$ cat config.mk
export PLATFORM = sky130hd
export DESIGN_NAME = uart_rx_frame
export DESIGN_NICKNAME = d
export VERILOG_FILES = /design/src/rtl/uart_rx_frame.sv
export SDC_FILE = /design/constraint.sdc
export NUM_CORES = 1
export LEC_CHECK = 0
export ABC_AREA = 1
export BUFFER_PORTS_ARGS = -buffer_cell sky130_fd_sc_hd__buf_4
export CORE_UTILIZATION = 51
export DETAILED_ROUTE_END_ITERATION = 16
export PLACE_DENSITY = 0.74
export SLEW_MARGIN = 10
export SYNTH_ARGS = -nofsm -noshare
export SYNTH_HDL_FRONTEND = slang
export SYNTH_SLANG_ARGS = --single-unit
export TNS_END_PERCENT = 10
$ cat constraint.sdc
create_clock -name sclk -period 1.6 [get_ports sclk]
set_clock_uncertainty 0.1 [all_clocks]
set_input_delay 0.32 -clock sclk [delete_from_list [all_inputs] [get_ports sclk]]
set_output_delay 0.32 -clock sclk [all_outputs]
set_load 0.05 [all_outputs]
$ cat src/rtl/uart_rx_frame.sv
// UART receiver with optional parity that assembles FRAME_BYTES characters into one frame.
// A partial frame is dropped on a framing error, a parity error or an inter-character timeout.
module uart_rx_frame #(
    parameter int BAUD_DIV     = 28,
    parameter int DATA_BITS    = 8,
    parameter int PARITY       = 0,
    parameter int FRAME_BYTES  = 6,
    parameter int TIMEOUT_BITS = 20
) (
    input  logic                             sclk,
    input  logic                             s_rst_n,
    input  logic                             rs232_rx,
    output logic [DATA_BITS-1:0]             byte_data,
    output logic                             byte_vld,
    output logic [FRAME_BYTES*DATA_BITS-1:0] frame_data,
    output logic                             frame_vld,
    output logic [2:0]                       err
);

    localparam int FRAME_W  = FRAME_BYTES * DATA_BITS;
    localparam int TO_LIMIT = TIMEOUT_BITS * BAUD_DIV;
    localparam int BAUD_W   = $clog2(BAUD_DIV);
    localparam int BIT_W    = $clog2(DATA_BITS);
    localparam int FCNT_W   = (FRAME_BYTES > 1) ? $clog2(FRAME_BYTES) : 1;
    localparam int TO_W     = $clog2(TO_LIMIT);

    localparam logic [BAUD_W-1:0] BAUD_LAST = BAUD_W'(BAUD_DIV - 1);
    localparam logic [BAUD_W-1:0] BAUD_HALF = BAUD_W'(BAUD_DIV / 2);
    localparam logic [BIT_W-1:0]  BIT_LAST  = BIT_W'(DATA_BITS - 1);
    localparam logic [FCNT_W-1:0] FCNT_LAST = FCNT_W'(FRAME_BYTES - 1);
    // The idle counter starts at 0 on the cycle after the stop sample, so firing at
    // LIMIT-2 places the registered err[2] exactly LIMIT cycles after that sample.
    localparam logic [TO_W-1:0]   TO_FIRE   = TO_W'(TO_LIMIT - 2);

    typedef enum logic [2:0] {
        IDLE  = 3'd0,
        START = 3'd1,
        DATA  = 3'd2,
        PAR   = 3'd3,
        STOP  = 3'd4
    } state_t;

    state_t              state_r;
    state_t              state_s;
    logic                rx_meta_r;
    logic                rx_sync_r;
    logic                rx_prev_r;
    logic [BAUD_W-1:0]   baud_cnt_r;
    logic [BIT_W-1:0]    bit_cnt_r;
    logic [DATA_BITS-1:0] shift_r;
    logic                par_err_r;
    logic [FCNT_W-1:0]   frm_cnt_r;
    logic [FRAME_W-1:0]  frame_buf_r;
    logic [TO_W-1:0]     idle_cnt_r;

    logic                fall_s;
    logic                half_s;
    logic                full_s;
    logic                data_smp_s;
    logic                par_smp_s;
    logic                stop_err_s;
    logic                par_fail_s;
    logic                byte_ok_s;
    logic                frame_done_s;
    logic                timeout_s;
    logic [FRAME_W-1:0]  buf_next_s;

    function automatic logic parity_bit(input logic [DATA_BITS-1:0] d);
        if (PARITY == 1) begin
            return ~^d;
        end else begin
            return ^d;
        end
    endfunction

    assign fall_s     = rx_prev_r & ~rx_sync_r;
    assign half_s     = (baud_cnt_r == BAUD_HALF);
    assign full_s     = (baud_cnt_r == BAUD_LAST);
    assign buf_next_s = (frame_buf_r << DATA_BITS) | FRAME_W'(shift_r);

    // Two-flop synchroniser plus previous-value flop for edge detection.
    always_ff @(posedge sclk) begin
        if (!s_rst_n) begin
            rx_meta_r <= 1'b1;
            rx_sync_r <= 1'b1;
            rx_prev_r <= 1'b1;
        end else begin
            rx_meta_r <= rs232_rx;
            rx_sync_r <= rx_meta_r;
            rx_prev_r <= rx_sync_r;
        end
    end

    // FSM state register.
    always_ff @(posedge sclk) begin
        if (!s_rst_n) begin
            state_r <= IDLE;
        end else begin
            state_r <= state_s;
        end
    end

    // FSM next-state logic.
    always_comb begin
        state_s = state_r;
        case (state_r)
            IDLE: begin
                if (fall_s) state_s = START;
                else        state_s = IDLE;
            end
            START: begin
                if (half_s) state_s = rx_sync_r ? IDLE : DATA;
                else        state_s = START;
            end
            DATA: begin
                if (full_s && (bit_cnt_r == BIT_LAST)) state_s = (PARITY != 0) ? PAR : STOP;
                else                                   state_s = DATA;
            end
            PAR: begin
                if (full_s) state_s = STOP;
                else        state_s = PAR;
            end
            STOP: begin
                if (full_s) state_s = IDLE;
                else        state_s = STOP;
            end
            default: state_s = IDLE;
        endcase
    end

    // FSM outputs: sample strobes and result pulses (registered further down).
    always_comb begin
        data_smp_s   = 1'b0;
        par_smp_s    = 1'b0;
        stop_err_s   = 1'b0;
        par_fail_s   = 1'b0;
        byte_ok_s    = 1'b0;
        frame_done_s = 1'b0;
        timeout_s    = 1'b0;
        case (state_r)
            IDLE: begin
                timeout_s = ~fall_s && (frm_cnt_r != '0) && (idle_cnt_r == TO_FIRE);
            end
            DATA: begin
                data_smp_s = full_s;
            end
            PAR: begin
                par_smp_s = full_s;
            end
            STOP: begin
                if (full_s) begin
                    if (!rx_sync_r) begin
                        stop_err_s = 1'b1;
                    end else if (par_err_r) begin
                        par_fail_s = 1'b1;
                    end else begin
                        byte_ok_s    = 1'b1;
                        frame_done_s = (frm_cnt_r == FCNT_LAST);
                    end
                end else begin
                    byte_ok_s = 1'b0;
                end
            end
            default: begin
                data_smp_s = 1'b0;
            end
        endcase
    end

    // Bit timing, data shift register and parity check.
    always_ff @(posedge sclk) begin
        if (!s_rst_n) begin
            baud_cnt_r <= '0;
            bit_cnt_r  <= '0;
            shift_r    <= '0;
            par_err_r  <= 1'b0;
        end else begin
            if (state_r == IDLE || (state_r == START && half_s) || full_s) begin
                baud_cnt_r <= '0;
            end else begin
                baud_cnt_r <= baud_cnt_r + 1'b1;
            end
            if (state_r == IDLE) begin
                bit_cnt_r <= '0;
            end else if (data_smp_s) begin
                bit_cnt_r <= (bit_cnt_r == BIT_LAST) ? '0 : bit_cnt_r + 1'b1;
            end
            if (data_smp_s) begin
                shift_r <= {rx_sync_r, shift_r[DATA_BITS-1:1]};
            end
            if (state_r == IDLE) begin
                par_err_r <= 1'b0;
            end else if (par_smp_s) begin
                par_err_r <= (rx_sync_r != parity_bit(shift_r));
            end
        end
    end

    // Frame assembly, inter-character timeout and registered outputs.
    always_ff @(posedge sclk) begin
        if (!s_rst_n) begin
            frm_cnt_r   <= '0;
            frame_buf_r <= '0;
            idle_cnt_r  <= '0;
            byte_data   <= '0;
            byte_vld    <= 1'b0;
            frame_data  <= '0;
            frame_vld   <= 1'b0;
            err         <= 3'b000;
        end else begin
            byte_vld  <= byte_ok_s;
            frame_vld <= frame_done_s;
            err       <= {timeout_s, par_fail_s, stop_err_s};
            if (byte_ok_s) begin
                byte_data   <= shift_r;
                frame_buf_r <= buf_next_s;
                if (frame_done_s) begin
                    frame_data <= buf_next_s;
                    frm_cnt_r  <= '0;
                end else begin
                    frm_cnt_r <= frm_cnt_r + 1'b1;
                end
            end else if (stop_err_s || par_fail_s || timeout_s) begin
                frm_cnt_r <= '0;
            end
            if (state_r != IDLE || fall_s || frm_cnt_r == '0 || timeout_s) begin
                idle_cnt_r <= '0;
            end else begin
                idle_cnt_r <= idle_cnt_r + 1'b1;
            end
        end
    end

endmodule

# Word-level counts from Yosys, hierarchy flattened
# Cells that the tools add are included.
totals:
  reg_bits: 137
  latch_bits: 0
  ramBits: 0
  mem_bits_ro: 0
  in_bits: 3
  wordCells: 88
  mem_count: 0
op_classes:
  add_sub_neg: 4
  mul: 0
  div: 0
  n_lt_le_gt_ge: 0
  eq_ne: 10
  shift: 0
  mux: 32
  n_bitwise: 5
  n_reduce_logical: 21
ops:
  columns: ["op", "n"]
  rows:
  - ["$or A48 B8 Y48", 1]
  - ["$mux W1", 22]
  - ["$mux W3", 7]
  - ["$pmux W3 S5", 1]
  - ["$add A10 B1 Y10 const B", 1]
  - ["$eq A10 B10 Y1 const B", 1]
  - ["$eq A3 B3 Y1 const B", 3]
  - ["$reduce_xor A8 Y1", 1]
  - ["$logic_or A1 B1 Y1", 7]
  - ["$add A3 B1 Y3 const B", 2]
  - ["$eq A3 B2 Y1 const B", 2]
  - ["$logic_not A3 Y1", 2]
  - ["$reduce_bool A3 Y1", 2]
  - ["$reduce_or A2 Y1", 3]
  - ["$add A5 B1 Y5 const B", 1]
  - ["$eq A5 B4 Y1 const B", 1]
  - ["$eq A5 B5 Y1 const B", 1]
  - ["$logic_and A1 B1 Y1", 4]
  - ["$mux W2", 2]
  - ["$eq A3 B1 Y1 const B", 1]
  - ["$not A1 Y1", 3]
  - ["$reduce_and A2 Y1", 1]
  - ["$reduce_bool A2 Y1", 1]
  - ["$and A1 B1 Y1", 1]
  - ["$ne A1 B1 Y1", 1]

# Longest topological paths before layout
logic_depth:
  word_depth: 9
  ltp_mapped: 10
  depth_no_buf: 10

# Worst setup path after synthesis
# OpenSTA, ideal clock, no wires.
synth_path:
  path_kind: "reg2reg"
  startpoint: "register baud_cnt_r[0]"
  endpoint: "register frame_data[40]"
  setup_ns: 0.118
  arrival_ns: 1.469
  required_ns: 1.382
  path_slack_ns: -0.087
  path_stages_with_launch: 9
  n_path_buf: 1
  period_less_slack_ns: 1.687
  cell_sequence: "dfxtp_1 > ha_1 > nand4_2 > or2_1 > buf_2 > nor3_4 > nand2_2 > nor2_1 > nor2_1"
synth_via:
  elab_chain_len: 4
synth_rtl:
  columns: ["element", "line", "source"]
  rows:
  - ["start: declaration", "48", "logic [BAUD_W-1:0] baud_cnt_r;"]
  - ["start signal: assignment", "181", "baud_cnt_r <= baud_cnt_r + 1'b1;"]
  - ["$eq A5 B5 Y1 *", "78", "assign full_s = (baud_cnt_r == BAUD_LAST);"]
  - ["$mux W1", "151", "if (full_s) begin"]
  - ["$mux W1", "140", "case (state_r)"]
  - ["$reduce_and A2 Y1 (no line) *", null, null]
  - ["end signal: assignment", "218", "frame_data <= buf_next_s;"]
  - ["end: declaration", "15", "output logic [FRAME_BYTES*DATA_BITS-1:0] frame_data,"]
# Every way passes the cells marked *; elsewhere a longest branch is shown, timed or not.
# A chain may end at the register's enable or synchronous reset.

# Worst setup path in the final report
layout_path:
  startpoint: "register state_r[1]"
  endpoint: "register frame_buf_r[33]"
layout_via:
  elab_chain_len: 2
layout_rtl:
  columns: ["element", "line", "source"]
  rows:
  - ["start: declaration", "43", "state_t state_r;"]
  - ["start signal: assignment", "99", "state_r <= state_s;"]
  - ["$eq A3 B3 Y1", "140", null]
  - ["$mux W1", "140", null]
  - ["end signal: assignment", "216", "frame_buf_r <= buf_next_s;"]
  - ["end: declaration", "53", "logic [FRAME_W-1:0] frame_buf_r;"]
# No other way between the ends.

==> flow_metrics.tcl <==
set metrics [dict create \
    status "finished with violations" \
    violations "setup timing" \
    maxSlewViolCount 0 \
    initial_core_util_pct 53.5 \
    period_share_pct 104 \
    nets 722 \
    routed_via_density 5.06 \
    hp-class "reg -> reg" \
    tightest_slew_ns 0.332 \
    fmax_mhz 604 \
    portBuffers 63 \
    critPathBufInv 2 \
    relSlewSlack_pct 77.7 \
    finalPower_w 0.00705 \
    antenna_found_initial 0 \
    final_util_pct 68.9 \
    core-area_um2 9420 \
    cts.sinks 129 \
    rrSetupSlack_ns -0.06 \
    synthTopCellsByArea "dfxtp_1 (51%), o21ai_0 (6.8%), a21oi_1 (6.6%)" \
    antenna_cells 0 \
    wire_per_inst_um 13.2 \
    cts_buffers 17 \
    wl_mm 11.2 \
    drive_above_1_share_pct 23.1 \
    r2r-end "frame_buf_r[33]$_SDFFE_PN0P_" \
    clk_path_buf_depth 2 \
    fp.dieW_um 101 \
    timing.final.ws_setup_ns -0.0568 \
    slowest_stage "dfxtp_2" \
    dr.pass1.iters 4 \
    clockRootBuffer "clkbuf_8" \
    ff2ff_path_depth 7 \
    path_clk_slew_ns 0.06 \
    rsz0062_at_grt "true" \
    critPathArrivalTime_ns 1.95 \
    leakage_nw 2.70 \
    clk_latency_ns 0.51 \
    track_usage_pct 23.0 \
    yosys.cell_types.count 33 \
    placementRows 35 \
    critPathMaxStageDelay_ns 0.33 \
    r2r_start "state_r[1]$_SDFF_PN0_" \
    syn-instance-count 630 \
    synth_seq_area_share_pct 51.3 \
    drt-initial-drc-count 155 \
    setup_tns_ns -0.621 \
    hold_start "rx_meta_r$_SDFF_PN1_" \
    hold_violations 0 \
    critical_path_required_ns 1.90 \
    ys.flop_type "dfxtp_1" \
    cp_top_family "simple AND/OR/NAND/NOR gates" \
    avgSynthCellArea_um2 7.99 \
    synth_seq_cells 129 \
    hpwl_mm 7.58 \
    synth-edff-count 0 \
    path_cells "nor2_4, nand2_2, buf_6, or2_4, nor3_4, buf_4, a21oi_1" \
    ys_top_cells_by_count "dfxtp_1 (129), nand2_1 (81), inv_1 (78)" \
    ys_warn_count 0 \
    vias 4315 \
    ir_drop_mv 0.706 \
    crit_path_end_kind "flip-flop" \
    syn-cell-area_um2 5040 \
    h-tree-depth 4 \
    finalCriticalPeriod_ns 1.66 \
    gp_congestion 0.846 \
    area_delta_synth_final_pct 28.8 \
    grt_max_degree 50 \
    grt_overflow_total 0 \
    synth_most_common_cell "dfxtp_1" \
    path_class "reg -> reg" \
    async_reset_ff_share_pct 0 \
    fp.dieH_um 101 \
    syn_nets 642 \
    hold_depth 1 \
    whs_endpoint "rx_sync_r$_SDFF_PN1_" \
    grt_pass1_wl_mm 18.4 \
    ios 64 \
    holdWs_ns 0.309 \
    layoutNonFillerInstCount 852 \
    path_max_fanout 10 \
    finalSetupViolCount 19 \
    grt_pass1_vias 4134 \
    die-area_um2 10300 \
    startpoint_type "flip-flop" \
    drc 0 \
    crit_path_start "state_r[1]$_SDFF_PN0_" \
    cts_tree "yes" \
    yosys.area.top_type "dfxtp_1" \
    ant_nets 0 \
    cellPowerDensity_nw_per_um2 1090 \
    synth_top_area_share_pct 51.3 \
    placed_cells 815 \
    maxCapViolCount 0 \
]
kinds of logic after synthesis:
logic type	Yosys count	share of synthesized area [%]
AOI/OAI and AO/OA	157	15.7
xor gates and xnor gates	9	1.57
buffers and inverters	118	10.7
DFF	129	51.3
adders and majority gates	9	2.24
and+or+nand+nor	208	18.5
flip-flops by register name, indices dropped and copies added, names as in the netlist:
name / cells
rx_sync_r: 1
byte_data: 7
byte_vld: 1
rx_meta_r: 1
bit_cnt_r: 3
par_err_r: 1
frame_vld: 1
rx_prev_r: 1
frame_data: 48
idle_cnt_r: 10
baud_cnt_r: 5
frame_buf_r: 33
state_r: 3
shift_r: 8
frm_cnt_r: 3
err: 3
per-stage QoR:
step           setup slack (ns)  area (µm²)
2_1_floorplan            0.0218        5060
3_3_place_gp            -0.0206        5740
3_5_place_dp            -0.0942        5740
4_1_cts                 -0.0274        6370
5_1_grt                  -0.126        6490
6_report                -0.0568        6490
final cells by class:
| type | count | area (µm²) |
|---|---|---|
| multi-input cells | 383 | 2030 |
| clock inverters | 12 | 133 |
| fillers | 725 | 2930 |
| inverters | 80 | 305 |
| clock buffers | 20 | 445 |
| flip-flops and latches | 129 | 2590 |
| well taps | 129 | 161 |
| repair buffers | 99 | 825 |
layout by cell type, fill, tap and decap left out, drive strengths merged:
cell type    instances
dfxtp              129
buf                 97
o21ai               88
nand2               84
inv                 82
a21oi               66
nor2                57
nand3               45
clkbuf              20
nor3                11
ha                   9
xor2                 7
nand4                5
clkinv               5
or2                  4
clkinvlp             3
o211ai               2
xnor2                2
bufinv               2
dlygate4sd3          2
nor3b                1
o22ai                1
nor4                 1
routing by layer:
layer	GRT usage, %	routed length, µm
met5	0	0
met4	11.4	231
met3	5.11	415
met2	41.2	5810
met1	25.8	4750
timing repair:
action | CTS | global route
hold buffers | 2 | 0
setup buffers | 1 | 2
endpoints found under the hold margin | 2 | 0
gates resized for setup | 7 | 31
setup endpoints to repair | 30 | 84
pin swaps | 0 | 5
worst max path at each step:
stage / endpoint / slack, ns / cells past startpoint
2_1_floorplan: frame_data[40]$_SDFFE_PN0P_ / 0.02 / 8
3_3_place_gp: frame_data[47]$_SDFFE_PN0P_ / -0.02 / 8
3_5_place_dp: frame_data[43]$_SDFFE_PN0P_ / -0.09 / 8
4_1_cts: frame_data[43]$_SDFFE_PN0P_ / -0.03 / 8
5_1_grt: frame_buf_r[39]$_SDFFE_PN0P_ / -0.13 / 7
6_report: frame_buf_r[33]$_SDFFE_PN0P_ / -0.06 / 7
report_power, final:
| group | leakage [nW] | internal [W] | total (W) | switching (W) |
|---|---|---|---|---|
| logic | 1.38 | 0.0000438 | 0.000117 | 0.0000731 |
| registers | 1.04 | 0.00322 | 0.00322 | 0.00000322 |
| clock network | 0.278 | 0.00230 | 0.00371 | 0.00141 |
Note: power is estimated with default switching activity, not from simulation.
